## config.mk

```make
export PLATFORM = sky130hd
export DESIGN_NAME = led_blink_ctrl
export DESIGN_NICKNAME = d
export VERILOG_FILES = /design/src/rtl/led_blink_pkg.sv /design/src/rtl/led_blink_chan.sv /design/src/rtl/led_blink_ctrl.sv
export SDC_FILE = /design/constraint.sdc
export NUM_CORES = 1
export LEC_CHECK = 0
export ABC_CLOCK_PERIOD_IN_PS = 5200
export CAP_MARGIN = 20
export CORE_MARGIN = 1
export CORE_UTILIZATION = 40
export CTS_BUF_LIST = sky130_fd_sc_hd__clkbuf_8
export CTS_CLUSTER_DIAMETER = 40
export CTS_CLUSTER_SIZE = 30
export DETAILED_ROUTE_END_ITERATION = 8
export PLACE_DENSITY = 0.58
export SETUP_SLACK_MARGIN = 0.2
export SLEW_MARGIN = 5
export SYNTH_ARGS = -nofsm -noshare
export SYNTH_HDL_FRONTEND = slang
export SYNTH_HIERARCHICAL = 1
export SYNTH_SLANG_ARGS = --single-unit
export TNS_END_PERCENT = 1
```

## constraint.sdc

```tcl
create_clock -name clk -period 5.2 [get_ports clk]
set_clock_uncertainty 0.2 [all_clocks]
set_input_delay 1.04 -clock clk [delete_from_list [all_inputs] [get_ports clk]]
set_output_delay 1.04 -clock clk [all_outputs]
set_load 0.01 [all_outputs]
```

## src/rtl/led_blink_pkg.sv

```systemverilog
// Shared types and helpers for the multi-channel LED blink controller.
package led_blink_pkg;

  typedef enum logic [1:0] {
    MODE_OFF     = 2'b00,
    MODE_ON      = 2'b01,
    MODE_BLINK   = 2'b10,
    MODE_BREATHE = 2'b11
  } mode_e;

  // Channel-select width; a single channel still gets a 1-bit select.
  function automatic int ch_w(input int n);
    return (n > 1) ? $clog2(n) : 1;
  endfunction

endpackage

```

## src/rtl/led_blink_chan.sv

```systemverilog
// One LED channel: mode/half-period state, period counter, blink phase,
// breathe duty ramp, and the registered led/wrap outputs.
// led and wrap are registered from next-state values, so in any cycle they
// reflect the channel state visible in that same cycle.
module led_blink_chan
  import led_blink_pkg::*;
#(
  parameter int CNT_W        = 25,
  parameter int PWM_W        = 8,
  parameter int DEFAULT_HALF = 2**24
) (
  input  logic             clk,
  input  logic             rst,
  input  logic             load,
  input  mode_e            cfg_mode,
  input  logic [CNT_W-1:0] cfg_half,
  input  logic [PWM_W-1:0] pwm_nxt,
  output logic             led,
  output logic             wrap
);

  localparam logic [CNT_W-1:0] ONE      = CNT_W'(1);
  localparam logic [CNT_W-1:0] HALF_RST = CNT_W'((DEFAULT_HALF < 1) ? 1 : DEFAULT_HALF);
  localparam logic [PWM_W-1:0] DUTY_ONE = PWM_W'(1);
  localparam logic [PWM_W-1:0] DUTY_MAX = '1;

  mode_e            mode, mode_n;
  logic [CNT_W-1:0] half, half_n, cnt, cnt_n;
  logic [PWM_W-1:0] duty, duty_n;
  logic             phase, phase_n, dir_up, dir_up_n;
  logic             hit, led_n, wrap_n;

  assign hit = (cnt == half - ONE);

  // Next state: free-running period counter, phase toggle and duty ramp on
  // wrap; a load overrides everything (including a coincident wrap).
  always_comb begin
    mode_n   = mode;
    half_n   = half;
    cnt_n    = hit ? '0 : cnt + ONE;
    phase_n  = phase ^ hit;
    duty_n   = duty;
    dir_up_n = dir_up;
    if (hit && mode == MODE_BREATHE) begin
      if (dir_up) begin
        duty_n = duty + DUTY_ONE;
        if (duty_n == DUTY_MAX) dir_up_n = 1'b0;
      end else begin
        duty_n = duty - DUTY_ONE;
        if (duty_n == '0) dir_up_n = 1'b1;
      end
    end
    if (load) begin
      mode_n   = cfg_mode;
      half_n   = (cfg_half == '0) ? ONE : cfg_half;
      cnt_n    = '0;
      phase_n  = 1'b0;
      duty_n   = '0;
      dir_up_n = 1'b1;
    end
    wrap_n = (cnt_n == half_n - ONE);
    case (mode_n)
      MODE_OFF:     led_n = 1'b0;
      MODE_ON:      led_n = 1'b1;
      MODE_BLINK:   led_n = phase_n;
      MODE_BREATHE: led_n = (pwm_nxt < duty_n);
      default:      led_n = 1'b0;
    endcase
  end

  // Channel state and output registers.
  always_ff @(posedge clk or posedge rst) begin
    if (rst) begin
      mode   <= MODE_BLINK;
      half   <= HALF_RST;
      cnt    <= '0;
      phase  <= 1'b0;
      duty   <= '0;
      dir_up <= 1'b1;
      led    <= 1'b0;
      wrap   <= 1'b0;
    end else begin
      mode   <= mode_n;
      half   <= half_n;
      cnt    <= cnt_n;
      phase  <= phase_n;
      duty   <= duty_n;
      dir_up <= dir_up_n;
      led    <= led_n;
      wrap   <= wrap_n;
    end
  end

endmodule

```

## src/rtl/led_blink_ctrl.sv

```systemverilog
// Multi-channel LED driver top: config handshake, shared PWM counter,
// channel decode and the per-channel instance array.
// Build option LED_DIFF_OUT_EN: replaces led with led_p/led_n driven through
// one OBUFDS per channel; logic and timing are unchanged.
module led_blink_ctrl
  import led_blink_pkg::*;
#(
  parameter  int NUM_CH       = 4,
  parameter  int CNT_W        = 25,
  parameter  int PWM_W        = 8,
  parameter  int DEFAULT_HALF = 2**24,
  localparam int CH_W         = ch_w(NUM_CH)
) (
  input  logic              clk,
  input  logic              rst,
  input  logic              cfg_valid,
  output logic              cfg_ready,
  input  logic [CH_W-1:0]   cfg_ch,
  input  logic [1:0]        cfg_mode,
  input  logic [CNT_W-1:0]  cfg_half_period,
`ifdef LED_DIFF_OUT_EN
  output logic [NUM_CH-1:0] led_p,
  output logic [NUM_CH-1:0] led_n,
`else
  output logic [NUM_CH-1:0] led,
`endif
  output logic [NUM_CH-1:0] wrap
);

  typedef struct packed {
    logic [CH_W-1:0]  ch;
    mode_e            mode;
    logic [CNT_W-1:0] half;
  } cfg_req_t;

  cfg_req_t          req;
  logic              xfer;
  logic [PWM_W-1:0]  pwm_cnt, pwm_nxt;
  logic [NUM_CH-1:0] load, led_int;

  assign req     = '{ch: cfg_ch, mode: mode_e'(cfg_mode), half: cfg_half_period};
  assign xfer    = cfg_valid && cfg_ready;
  assign pwm_nxt = pwm_cnt + PWM_W'(1);

  // Ready drops for one cycle after each accepted request, then recovers.
  always_ff @(posedge clk or posedge rst) begin
    if (rst) cfg_ready <= 1'b0;
    else     cfg_ready <= !xfer;
  end

  // Shared free-running PWM counter; config never touches it.
  always_ff @(posedge clk or posedge rst) begin
    if (rst) pwm_cnt <= '0;
    else     pwm_cnt <= pwm_nxt;
  end

  // Out-of-range channel numbers match no instance and are silently dropped.
  for (genvar i = 0; i < NUM_CH; i++) begin : g_ch
    assign load[i] = xfer && (req.ch == CH_W'(i));
    led_blink_chan #(
      .CNT_W(CNT_W), .PWM_W(PWM_W), .DEFAULT_HALF(DEFAULT_HALF)
    ) u_chan (
      .clk     (clk),
      .rst     (rst),
      .load    (load[i]),
      .cfg_mode(req.mode),
      .cfg_half(req.half),
      .pwm_nxt (pwm_nxt),
      .led     (led_int[i]),
      .wrap    (wrap[i])
    );
  end

`ifdef LED_DIFF_OUT_EN
  for (genvar i = 0; i < NUM_CH; i++) begin : g_obuf
    OBUFDS u_obufds (.I(led_int[i]), .O(led_p[i]), .OB(led_n[i]));
  end
`else
  assign led = led_int;
`endif

endmodule

```

Yosys cells after proc, flatten, opt, wreduce, memory -nomap -nowiden
Cells that the tools add are included.
W data, S select, Z words.

storage, ports and cells
  memories kept = 0
  memory bits (writable) = 0
  bits in latches = 0
  flip-flop bits (word level) = 265
  bits in read-only memories = 0
  logic and storage cells = 175

operators by class
  bitwise logic cells = 4
  equal/unequal tests = 31
  add/sub/neg operators = 21
  shift operators = 0
  multiplexer cells = 57
  multiply operators = 0
  reductions and logical operators = 24
  divide/modulo/power cells = 0
  magnitude comparators = 4

operator list
  operator                 count
  $mux W25                 13
  $eq A25 B25 Y1           8
  $sub A25 B1 Y25 const B  8
  $add A25 B1 Y25 const B  4
  $mux W8                  12
  $add A8 B1 Y8 const B    5
  $eq A8 B8 Y1 const B     4
  $logic_not A8 Y1         4
  $lt A8 B8 Y1             4
  $sub A8 B1 Y8 const B    4
  $eq A2 B2 Y1 const B     14
  $logic_not A25 Y1        1
  $mux W1                  24
  $pmux W1 S4              4
  $eq A2 B1 Y1 const B     5
  $logic_not A2 Y1         5
  $logic_and A1 B1 Y1      9
  $mux W2                  4
  $reduce_bool A2 Y1       4
  $xor A1 B1 Y1            4
  $logic_not A1 Y1         1

Depth between registers and ports, before layout
Gate-level depths: netlist of the first run.

  depth after elaboration = 7
  gate-level depth with buffers = 22
  depth with buffers taken out = 18

Cells and area by module
Netlist of the first run, hierarchy kept.

modules (own cells, without submodules)
  module                            seq. area each (um2)  area an instance (um2)  cells an instance  times used
  led_blink_chan at g_ch[3].u_chan  1605.3                5506.5                  667                1
  led_blink_chan at g_ch[0].u_chan  1605.3                5467.7                  656                1
  led_blink_chan at g_ch[2].u_chan  1605.3                5442.7                  632                1
  led_blink_chan at g_ch[1].u_chan  1605.3                5290.1                  626                1
  led_blink_ctrl                    225.2                 375.4                   33                 1

Worst setup path after synthesis of the first run
No wires, ideal clock.

  kind = in2reg
  from = input port cfg_ch[1]
  to = register g_ch[3].u_chan.wrap
  arrival time = 5918 ps
  required time = 4899 ps
  path buffers = 7
  slack = -1019 ps
  stages = 21
  library setup time = 101 ps
  cell sequence = nand3_1 nor2_1 buf_2 clkbuf_1 buf_1 buf_2 buf_1 clkbuf_1 clkbuf_1 o21a_1 ha_1 o21ai_1 or4_1 nor3_1 xor2_1 xor2_1 a32oi_1 o32ai_1 o2111ai_1 or4_1 nor4_1

between the ends
  cells in the longest elaborated chain, start to end = 5
  elaborated cells on any way between the ends = 6

ends and longest elaborated chain
  element                          line                  text
  from (decl)                      led_blink_ctrl.sv:18  input logic [CH_W-1:0] cfg_ch,
  $eq A2 B2 Y1 (*)                 led_blink_ctrl.sv:59  assign load[i] = xfer && (req.ch == CH_W'(i));
  $logic_and A1 B1 Y1 (*)          led_blink_ctrl.sv:59
  named net load[3]                led_blink_ctrl.sv:39  logic [NUM_CH-1:0] load, led_int;
  $mux W25                         led_blink_chan.sv:53  if (load) begin
  $sub A25 B1 Y25                  led_blink_chan.sv:61  wrap_n = (cnt_n == half_n - ONE);
  $eq A25 B25 Y1 (*)               led_blink_chan.sv:61
  named net g_ch[3].u_chan.wrap_n  led_blink_chan.sv:31  logic hit, led_n, wrap_n;
  to (signal assigned)             led_blink_chan.sv:90  wrap <= wrap_n;
  to (decl)                        led_blink_chan.sv:19  output logic wrap

Mark *: on every way through the listed nets, which the timed path passes. The rest lies on a longest branch.
A chain may end at the register's enable or synchronous reset.

Worst setup path after layout of the first run
  from = register g_ch[1].u_chan.half[9]
  to = register g_ch[1].u_chan.led

between the ends
  cells in the longest elaborated chain, start to end = 7
  elaborated cells on any way between the ends = 9

ends and longest elaborated chain
  element                         line                  text
  from (decl)                     led_blink_chan.sv:28  logic [CNT_W-1:0] half, half_n, cnt, cnt_n;
  from (signal assigned)          led_blink_chan.sv:84  half <= half_n;
  $sub A25 B1 Y25 (*)             led_blink_chan.sv:33  assign hit = (cnt == half - ONE);
  $eq A25 B25 Y1 (*)              led_blink_chan.sv:33
  $logic_and A1 B1 Y1             led_blink_chan.sv:44  if (hit && mode == MODE_BREATHE) begin
  $mux W8                         led_blink_chan.sv:44
  $mux W8                         led_blink_chan.sv:53
  $lt A8 B8 Y1                    led_blink_chan.sv:66  MODE_BREATHE: led_n = (pwm_nxt < duty_n);
  $pmux W1 S4 (*)                 led_blink_chan.sv:62  case (mode_n)
  named net g_ch[1].u_chan.led_n  led_blink_chan.sv:31
  to (signal assigned)            led_blink_chan.sv:89  led <= led_n;
  to (decl)                       led_blink_chan.sv:18  output logic led,

Marks and branches as above.

==> flow_summary_export.csv, run 1 <==
group,metric,value,unit
routing,drc_errors,0,
global_route,overflow,0,
job,drv_cap,0,
cts,clk_path_buf_depth,3,
cts,htree_num_levels,2,
timing,hold_viol_final,0,
run_status,outcome,"finished, final reports clean",
critical_path,critical_path_class,"register to register",
power,p_per_area,335.1,nW/um2
power,power.leakage,0.01133,uW
timing,drv_slew,0,
logic_synthesis,synthFlopType,"dfrtp_1",
global_route,grt_max_degree,50,
layout,stdcell_count,3663,
power,combinationalPowerShare,0.372,
power,pwr-share-seq,0.317,
layout,final_common_cell,"buf_4",
power,total_power,9002,uW
layout,syn2layout_area_growth,21.64,%
global_route,grt_pass1_wl,116100,um
power,p_sw,3526,uW
cts,holdBufCountCts,0,
layout,nFillCells,5127,
cts,clkTransAtPathRegs,0.07,ns
timing,rsz0062_at_grt,"yes",
power,sw_frac_of_total,0.3917,
critical_path,crit_fanout,9,
logic_synthesis,synth-edff-count,0,
place,place_hpwl,58240,um
logic_synthesis,async_reset_ff_frac,1.000,
floorplanning,initial_core_util,0.4079,
cts,cts_tree,"yes",
timing,relSlewSlack,0.3864,
layout,multi_input_area,14490,um2
cts,cts-root-buf,"clkbuf_8",
critical_path,critical_path_arrival,5.17,ns
critical_path,regToRegSetupSlack,0.36,ns
critical_path,reg2regPathDepth,16,
logic_synthesis,synth_top_area_share,0.2867,
timing,fin_crit_sh,0.9306,
timing,setup_viol,0,
layout,n_antenna_cell,0,
critical_path,crit_family,"simple AND/OR/NAND/NOR gates",
power,clkPwrFrac,0.311,
routing,firstDrtPassIters,5,
critical_path,critical_path.endpoint_type,"register",
critical_path,r2r_start,"g_ch[1].u_chan/half[9]",
critical_path,cp-startpoint,"g_ch[1].u_chan/half[9]",
floorplanning,core,54130,um2
global_route,grt_use_total,0.2624,
global_route,grt_pass1_vias,20860,
cts,clk_latency,0.71,ns
logic_synthesis,synth_area_per_cell,8.448,um2
layout,mostFrequentLayoutCells,"307 x buf_4, 272 x nor2_1, 252 x dfrtp_1, 232 x xnor2_1, 168 x inv_1",
routing,viasPerCell,5.729,
critical_path,cp-start-kind,"register",
critical_path,max_stage_delay,0.63,ns
logic_synthesis,synthCells,2614,
layout,drive_gt1_frac,0.2073,
min_path,hp-class,"register to register",
timing,fmax,0.2067,GHz
routing,wl_per_cell,20.08,um
floorplanning,dieWidth,237.0,um
logic_synthesis,netlist_area,22080,um2
power,ir_drop,0.2139,mV
logic_synthesis,ys_ff_latch,265,
timing,finalSetupTns,0,ns
timing,period_needed,4.839,ns
floorplanning,die-area,56150,um2
cts,cts_sinks,265,
logic_synthesis,yosysWarnings,6,
routing,vias,20990,
routing,ant_nets,0,
routing,routed_wl,73560,um
floorplanning,fp-row-count,85,
critical_path,worst-path-buf-inv,2,
global_route,antenna_found_initial,0,
critical_path,endpoint,"g_ch[1].u_chan/led",
timing,worstMarginPinSlew,0.9120,ns
place,dp_cells,3550,
place,place.port_buffers,40,
critical_path,crit_chain,"or4_1 > o31a_1 > nor4_4 > o2111ai_1 > or4_4 > nor4_4 > buf_4 > and3_4 > buf_4 > nand2_1 > xnor2_1 > nand2_1 > ha_1 > nand4_1 > o211ai_1 > o221ai_2",
floorplanning,die_y,237.0,um
cts,cts_buffers,60,
critical_path,cp.depth,16,
logic_synthesis,synth_cell_types,109,
logic_synthesis,ys_seq_area_frac,0.3010,
cts,postCtsSetupRepairBufs,0,
logic_synthesis,synth_area_leaders,"dfrtp_1 29%, xnor2_1 9.2%, xor2_1 6.4%",
place,gp_congestion,0.9471,
critical_path,rr_endpoint,"g_ch[1].u_chan/led",
logic_synthesis,synth_nets,2703,
layout,seq_area,6648,um2
floorplanning,io_pins,41,
layout,final_nets,3006,
power,internal-power,5476,uW
critical_path,cp.required,5.54,ns
logic_synthesis,yosysTopAreaCell,"dfrtp_1",
critical_path,cpMaxStageDelayCell,"or4_1",
routing,drtIter0Drc,1506,
## stage by stage
stage / area (um2) / utilization / hold WS [ns] / worst slack (ns)
4_1_cts: 26710 / 0.4934 / 0.3385 / 0.1457
3_5_place_dp: 25250 / 0.4665 / 0.3223 / -0.2741
6_report: 26860 / 0.4962 / 0.3409 / 0.3611
5_1_grt: 26860 / 0.4962 / 0.3630 / 0.1241
2_1_floorplan: 22170 / - / 0.2887 / 0.1011
3_3_place_gp: 25230 / 0.4661 / 0.3121 / -0.2597
## worst reg2reg max path: stages, from the launching register on
cell,delay [ns]
dfrtp_1,0.49
or4_1,0.63
o31a_1,0.32
nor4_4,0.35
o2111ai_1,0.18
or4_4,0.60
nor4_4,0.17
buf_4,0.19
and3_4,0.25
buf_4,0.15
nand2_1,0.06
xnor2_1,0.15
nand2_1,0.10
ha_1,0.29
nand4_1,0.13
o211ai_1,0.26
o221ai_2,0.15
## sequential cells by signal, indices dropped and copies added, names as in the netlist
register            flops
g_ch.u_chan/half      100
cfg_ready               1
pwm_cnt                 8
g_ch.u_chan/dir_up      4
g_ch.u_chan/wrap        4
g_ch.u_chan/phase       4
g_ch.u_chan/led         4
g_ch.u_chan/duty       32
g_ch.u_chan/mode        8
g_ch.u_chan/cnt       100
## power by group through the flow
stage | clock network [uW] | registers, uW | logic [uW]
floorplan | 0 | 2640 | 2240
global placement | 0 | 2860 | 3200
detailed placement | 0 | 2870 | 3250
CTS | 2880 | 2840 | 3290
global route | 2970 | 2900 | 3660
finish | 2800 | 2860 | 3350
## routing by layer
| metal | wire length (um) | vias to the layer above | track usage |
|---|---|---|---|
| met5 | 0 | - | 0 |
| met1 | 33330 | 10270 | 0.3513 |
| met4 | 3104 | 0 | 0.1173 |
| met3 | 3561 | 167 | 0.03054 |
| li1 | - | 9953 | - |
| met2 | 33560 | 593 | 0.4245 |
## area by class of cell
cell class / instances / area share
Sequential cell: 265 / 0.2475
Clock buffer: 64 / 0.03279
Timing Repair Buffer: 352 / 0.1044
Multi-Input combinational cell: 2073 / 0.5395
Inverter: 165 / 0.02306
Clock inverter: 48 / 0.02026
Tap cell: 696 / 0.03242
## worst min path at each step
stage                                       from                endpoint  cells past startpoint
final                       g_ch[2].u_chan/phase    g_ch[2].u_chan/phase                      2
after global routing        g_ch[1].u_chan/phase    g_ch[1].u_chan/phase                      2
after CTS                 g_ch[2].u_chan/mode[0]  g_ch[2].u_chan/mode[0]                      2
after detailed placement  g_ch[2].u_chan/mode[0]  g_ch[2].u_chan/mode[0]                      2
after global placement    g_ch[2].u_chan/mode[0]  g_ch[2].u_chan/mode[0]                      2
after floorplan           g_ch[2].u_chan/mode[0]  g_ch[2].u_chan/mode[0]                      2
## kinds of logic after synthesis
family / Yosys count / share of synthesized area
AO/OA/AOI/OAI: 390 / 0.1249
multiplexers: 131 / 0.06216
adder cells (fa/ha/maj): 57 / 0.03230
buffers and inverters: 276 / 0.05275
flip-flops: 265 / 0.3010
XOR/XNOR: 395 / 0.1573
AND/OR/NAND/NOR: 1100 / 0.2696
## what timing repair did
item,CTS,global route
setup endpoints to repair,2,7
pin swaps,0,2
resized for setup,6,26
endpoints found under the hold margin,0,0
## cells in the mapped netlist (all sizes together) (15+ instances only)
master and count:
nor3b 15, mux2 49, o211ai 19, ha 57, xnor2 232, a21oi 91, o22ai 19, and2 22
a31oi 21, nand4b 15, nor4 84, or2 39, or3 27, nand4 64, nor3 120, or4 32
clkbuf 66, xor2 162, buf 45, nand2b 20, nand3 102, nand2 157, inv 164, dfrtp 253
o21ai 72, and4 16, mux2i 82, nor2 275, a211oi 15, and3 46, nor2b 22
(Power assumes the default switching activity.)
==> run 2: changes to the inputs <==
--- a/config.mk
+++ b/config.mk
@@ -11,7 +11,6 @@
 export CORE_UTILIZATION = 40
 export CTS_BUF_LIST = sky130_fd_sc_hd__clkbuf_8
 export CTS_CLUSTER_DIAMETER = 40
-export CTS_CLUSTER_SIZE = 30
 export DETAILED_ROUTE_END_ITERATION = 8
 export PLACE_DENSITY = 0.58
 export SETUP_SLACK_MARGIN = 0.2
==> run 2 against run 1 <==
  * Worst hold slack barely moved
  * Setup slack better by 0.0022 ns
  * Critical path depth grew 1
  * Power increased by 4.3%
  * Sequential power barely moved
  * Core utilization up 0.51 points
  * Die area is the same
  * Sequential cell count unchanged
  * Non-clock buffer count increased by 2
  * Critical endpoint is now g_ch[0].u_chan/led
==> flow_summary_export.csv, run 2 (synthesized netlist as in run 1, its figures left out) <==
group,metric,value,unit
timing,relSlewSlack,0.3862,
power,combinationalPowerShare,0.358,
layout,syn2layout_area_growth,22.88,%
power,power.leakage,0.01146,uW
timing,fmax,0.2067,GHz
critical_path,crit_fanout,6,
global_route,grt_use_total,0.2638,
routing,wl_per_cell,20.07,um
layout,stdcell_count,3672,
power,internal-power,5884,uW
cts,cts_sinks,265,
layout,mostFrequentLayoutCells,"307 x buf_4, 272 x nor2_1, 252 x dfrtp_1, 232 x xnor2_1, 169 x inv_1",
global_route,grt_max_degree,50,
floorplanning,fp-row-count,85,
power,ir_drop,0.2936,mV
power,pwr-share-seq,0.304,
timing,setup_viol,0,
cts,clk_latency,0.66,ns
power,p_sw,3505,uW
routing,ant_nets,0,
power,sw_frac_of_total,0.3733,
critical_path,rr_endpoint,"g_ch[0].u_chan/led",
critical_path,critical_path_arrival,5.13,ns
global_route,grt_pass1_vias,20950,
timing,rsz0062_at_grt,"yes",
timing,fin_crit_sh,0.9302,
layout,n_antenna_cell,0,
critical_path,critical_path.endpoint_type,"register",
floorplanning,die-area,56150,um2
critical_path,regToRegSetupSlack,0.36,ns
critical_path,cp.required,5.49,ns
layout,final_common_cell,"buf_4",
routing,routed_wl,73690,um
run_status,outcome,"finished, final reports clean",
floorplanning,io_pins,41,
cts,cts_tree,"yes",
critical_path,critical_path_class,"register to register",
timing,drv_slew,0,
min_path,worstHoldStart,"g_ch[2].u_chan/phase",
place,place_hpwl,58240,um
layout,nFillCells,5127,
routing,drtIter0Drc,1455,
routing,drc_errors,0,
layout,final_area,27130,um2
place,gp_congestion,0.9471,
critical_path,reg2regPathDepth,17,
layout,final_nets,3014,
power,total_power,9389,uW
cts,clkTransAtPathRegs,0.06,ns
cts,htree_num_levels,3,
power,p_per_area,346.0,nW/um2
global_route,overflow,0,
critical_path,cp-start-kind,"register",
place,pre_cts_ws,-0.2741,ns
power,clkPwrFrac,0.338,
place,place.port_buffers,40,
layout,reg_top3,"g_ch.u_chan/cnt (100), g_ch.u_chan/half (100), g_ch.u_chan/duty (32)",
critical_path,cp-startpoint,"g_ch[0].u_chan/half[0]",
floorplanning,dieWidth,237.0,um
routing,vias,21110,
cts,cts-root-buf,"clkbuf_8",
timing,worstMarginPinSlew,0.9123,ns
job,drv_cap,0,
layout,drive_gt1_frac,0.2110,
place,dp_cells,3550,
global_route,antenna_found_initial,0,
timing,period_needed,4.837,ns
routing,viasPerCell,5.748,
timing,setup_ws,0.3632,ns
global_route,grt_pass1_wl,116400,um
min_path,hp-class,"register to register",
timing,hold_viol_final,0,
floorplanning,initial_core_util,0.4079,
cts,clk_path_buf_depth,3,
critical_path,endpoint,"g_ch[0].u_chan/led",
floorplanning,core,54130,um2
floorplanning,die_y,237.0,um
cts,cts_buffers,66,
routing,firstDrtPassIters,7,
critical_path,r2r_start,"g_ch[0].u_chan/half[0]",
place,place_area,25250,um2
cts,holdBufCountCts,0,
-- run 2: cell types whose count changed in the layout (fill, tap and decap cells not counted), sizes merged --
cell,change
inv,-5
clkbuf,+15
bufinv,+4
buf,+2
clkinv,-9
clkinvlp,+2
-- run 2: repair_timing --
item                                    CTS  global route
pin swaps                                 0             7
endpoints found under the setup margin    2             7
buffers inserted                          0             2
resized for setup                         6            33
-- run 2: power groups by stage --
stage               Clock (uW)  Combinational, uW  Sequential [uW]
detailed placement           0               3250             2870
global route              3340               3660             2910
global placement             0               3200             2860
finish                    3170               3360             2860
CTS                       3240               3290             2840
floorplan                    0               2240             2640
-- run 2: stage by stage --
| stage | util | hold slack [ns] | TNS (ns) |
|---|---|---|---|
| 2_1_floorplan | - | 0.2887 | 0 |
| 3_3_place_gp | 0.4661 | 0.3121 | -0.9262 |
| 3_5_place_dp | 0.4665 | 0.3223 | -1.223 |
| 4_1_cts | 0.4974 | 0.3380 | 0 |
| 5_1_grt | 0.5013 | 0.3611 | 0 |
| 6_report | 0.5013 | 0.3405 | 0 |
-- run 2: routing by layer --
layer,global-route usage,up-vias,wire (um)
li1,-,9992,-
met1,0.3514,10250,33130
met2,0.4242,670,33360
met3,0.03696,194,3845
met4,0.1181,0,3361
met5,0,-,0
-- run 2: how the worst min path moves through the flow --
| stage | endpoint | slack (ns) | depth (start not counted) |
|---|---|---|---|
| 6_report | g_ch[2].u_chan/phase | 0.34 | 2 |
| 5_1_grt | g_ch[1].u_chan/phase | 0.36 | 2 |
| 4_1_cts | g_ch[2].u_chan/mode[0] | 0.34 | 2 |
| 3_5_place_dp | g_ch[2].u_chan/mode[0] | 0.32 | 2 |
| 3_3_place_gp | g_ch[2].u_chan/mode[0] | 0.31 | 2 |
| 2_1_floorplan | g_ch[2].u_chan/mode[0] | 0.29 | 2 |
-- run 2: layout make-up --
class                           count  area, um2  area share
Clock buffer                       79       1087     0.04007
Clock inverter                     40      551.8     0.02033
Inverter                          165      619.3     0.02282
Multi-Input combinational cell   2073      14520      0.5352
Sequential cell                   265       6648      0.2450
Tap cell                          696      870.8     0.03209
Timing Repair Buffer              354       2836      0.1045
-- run 2: critical path, cell delays in order (launching register included) --
cell      delay, ns
dfrtp_1        0.43
inv_1          0.13
ha_1           0.25
or3b_2         0.50
o21ai_0        0.22
o311ai_0       0.19
nor4_1         0.49
nand4_1        0.30
nor3_4         0.23
buf_4          0.16
and3_1         0.28
nand2_1        0.09
xor2_1         0.15
or2_2          0.29
ha_1           0.29
nand4_1        0.12
nor3_1         0.18
o221ai_1       0.16
==> run 3: changes to the inputs <==
--- a/config.mk
+++ b/config.mk
@@ -12,6 +12,7 @@
 export CTS_BUF_LIST = sky130_fd_sc_hd__clkbuf_8
 export CTS_CLUSTER_DIAMETER = 40
 export DETAILED_ROUTE_END_ITERATION = 8
+export GPL_TIMING_DRIVEN = 0
 export PLACE_DENSITY = 0.58
 export SETUP_SLACK_MARGIN = 0.2
 export SLEW_MARGIN = 5
==> run 3 against run 2 <==
  * Sequential share of layout area rose by 1.1 points
  * Critical path depth fell by 1
  * Combinational power fell by 4%
  * Highest routed layer is now met5
==> flow_summary_export.csv, run 3 (synthesized netlist as in run 1, its figures left out) <==
group,metric,value,unit
power,total_power,8784,uW
routing,viasPerCell,5.871,
global_route,antenna_found_initial,1,
critical_path,critical_path.endpoint_type,"register",
power,ir_drop,0.2883,mV
power,pwr-share-seq,0.316,
timing,relSlewSlack,0.2332,
layout,nFillCells,5217,
power,power.leakage,0.01073,uW
global_route,grt_max_degree,47,
layout,final_nets,2842,
routing,routed_wl,72560,um
routing,vias,20560,
routing,ant_nets,0,
floorplanning,io_pins,41,
layout,final_area,25960,um2
timing,period_needed,4.962,ns
place,place_hpwl,55010,um
routing,firstDrtPassIters,5,
critical_path,critical_path_class,"input pin to register",
cts,clk_latency,0.71,ns
layout,syn2layout_area_growth,17.55,%
routing,wl_per_cell,20.73,um
routing,drtIter0Drc,1302,
critical_path,r2r_start,"g_ch[3].u_chan/half[2]",
floorplanning,die_y,237.0,um
floorplanning,fp-row-count,85,
job,drv_cap,0,
critical_path,crit_fanout,10,
power,combinationalPowerShare,0.368,
power,sw_frac_of_total,0.3925,
cts,cts_buffers,61,
critical_path,cp.required,5.57,ns
floorplanning,core,54130,um2
layout,fin_util,0.4795,
timing,fin_crit_sh,0.9542,
timing,finalSetupTns,0,ns
global_route,grt_pass1_vias,20510,
power,p_sw,3448,uW
timing,holdWs,0.3391,ns
critical_path,regToRegSetupSlack,0.25,ns
global_route,grt_pass1_wl,114100,um
timing,worstMarginPinSlew,1.135,ns
run_status,outcome,"finished, final reports clean",
power,clkPwrFrac,0.317,
global_route,grt_use_total,0.2579,
critical_path,cp-start-kind,"input pin",
layout,final_common_cell,"nor2_1",
layout,reg_top3,"g_ch.u_chan/cnt (100), g_ch.u_chan/half (100), g_ch.u_chan/duty (32)",
timing,drv_slew,0,
cts,htree_num_levels,2,
timing,fmax,0.2015,GHz
cts,cts-root-buf,"clkbuf_8",
place,place.port_buffers,40,
timing,rsz0062_at_grt,"yes",
power,p_per_area,338.4,nW/um2
cts,clk_path_buf_depth,3,
power,internal-power,5336,uW
critical_path,cp-startpoint,"cfg_half_period[12]",
place,place_area,23550,um2
routing,drc_errors,0,
cts,clkTransAtPathRegs,0.06,ns
timing,setup_viol,0,
cts,cts_tree,"yes",
floorplanning,initial_core_util,0.4079,
floorplanning,dieWidth,237.0,um
min_path,worstHoldStart,"g_ch[2].u_chan/phase",
global_route,overflow,0,
critical_path,critical_path_arrival,5.33,ns
cts,cts_sinks,265,
floorplanning,die-area,56150,um2
min_path,hp-class,"register to register",
place,gp_congestion,0.9478,
layout,mostFrequentLayoutCells,"271 x nor2_1, 248 x dfrtp_1, 226 x xnor2_1, 174 x inv_1, 160 x xor2_1",
timing,hold_viol_final,0,
layout,drive_gt1_frac,0.1544,
-- run 3: cell count changes in the layout (fill, tap and decap cells not counted), moves of 9 or more --
cell             previous run  this run
buf_2                       0        16
nor4_4                      6        15
clkbuf_1                    0        51
buf_6                       1        11
buf_4                     307        44
dlymetal6s2s_1              0        19
clkdlybuf4s50_1            40        12
-- run 3: final timing paths --
check	end	depth (start not counted)
worst min register to register	g_ch[2].u_chan/phase	2
worst max register to register	g_ch[3].u_chan/wrap	15
worst max-delay path	g_ch[3].u_chan/wrap	16
min in group asynchronous	g_ch[3].u_chan/cnt[2]	2
worst min-delay path	g_ch[2].u_chan/phase	2
max in group asynchronous	g_ch[1].u_chan/half[24]	3
-- run 3: repair_timing --
action	4_1_cts	5_1_grt
pin swaps	16	32
setup buffers	12	20
gates resized for setup	86	102
cloned	0	0
endpoints found under the setup margin	25	28
hold buffers	0	0
-- run 3: final cells by class --
type / instances / area, um2 / area share
diodes: 1 / 2.502 / 0.00009640
plain buffers: 109 / 689.4 / 0.02656
clock buffers: 77 / 1060 / 0.04083
clock inverters: 37 / 377.9 / 0.01456
inverters: 165 / 629.4 / 0.02424
multi-input cells: 2073 / 14910 / 0.5743
flip-flops and latches: 265 / 6653 / 0.2563
well taps: 696 / 870.8 / 0.03355
repair buffers: 78 / 768.2 / 0.02959
-- run 3: power by group through the flow --
stage / combinational, uW / clock (uW) / sequential, uW
CTS: 3080 / 2860 / 2750
floorplan: 2240 / 0 / 2640
global placement: 2920 / 0 / 2760
global route: 3510 / 2950 / 2820
detailed placement: 2990 / 0 / 2770
finish: 3230 / 2780 / 2770
-- run 3: critical path, cell delays in order --
cell,delay [ns]
dlygate4sd2_1,0.69
nor3_1,0.23
nand4_1,0.13
nor2_1,0.10
o21ai_0,0.40
ha_4,0.22
o21ai_2,0.08
or4_4,0.49
nor3_4,0.24
xor2_2,0.27
xor2_1,0.17
a32oi_1,0.07
o32ai_1,0.15
o2111ai_1,0.18
or4_4,0.59
nor4_4,0.26
-- run 3: stage by stage --
step           instances  worst slack [ns]
3_3_place_gp        3350            -1.914
6_report            3501            0.2380
3_5_place_dp        3356            -2.001
2_1_floorplan       2614            0.1011
5_1_grt             3500           0.04718
4_1_cts             3481            0.1423
-- run 3: per-layer routing --
| layer | wire [um] | global-route usage |
|---|---|---|
| met1 | 31920 | 0.3372 |
| met4 | 3336 | 0.1190 |
| met5 | 8 | 0 |
| met3 | 4177 | 0.03311 |
| met2 | 33120 | 0.4230 |
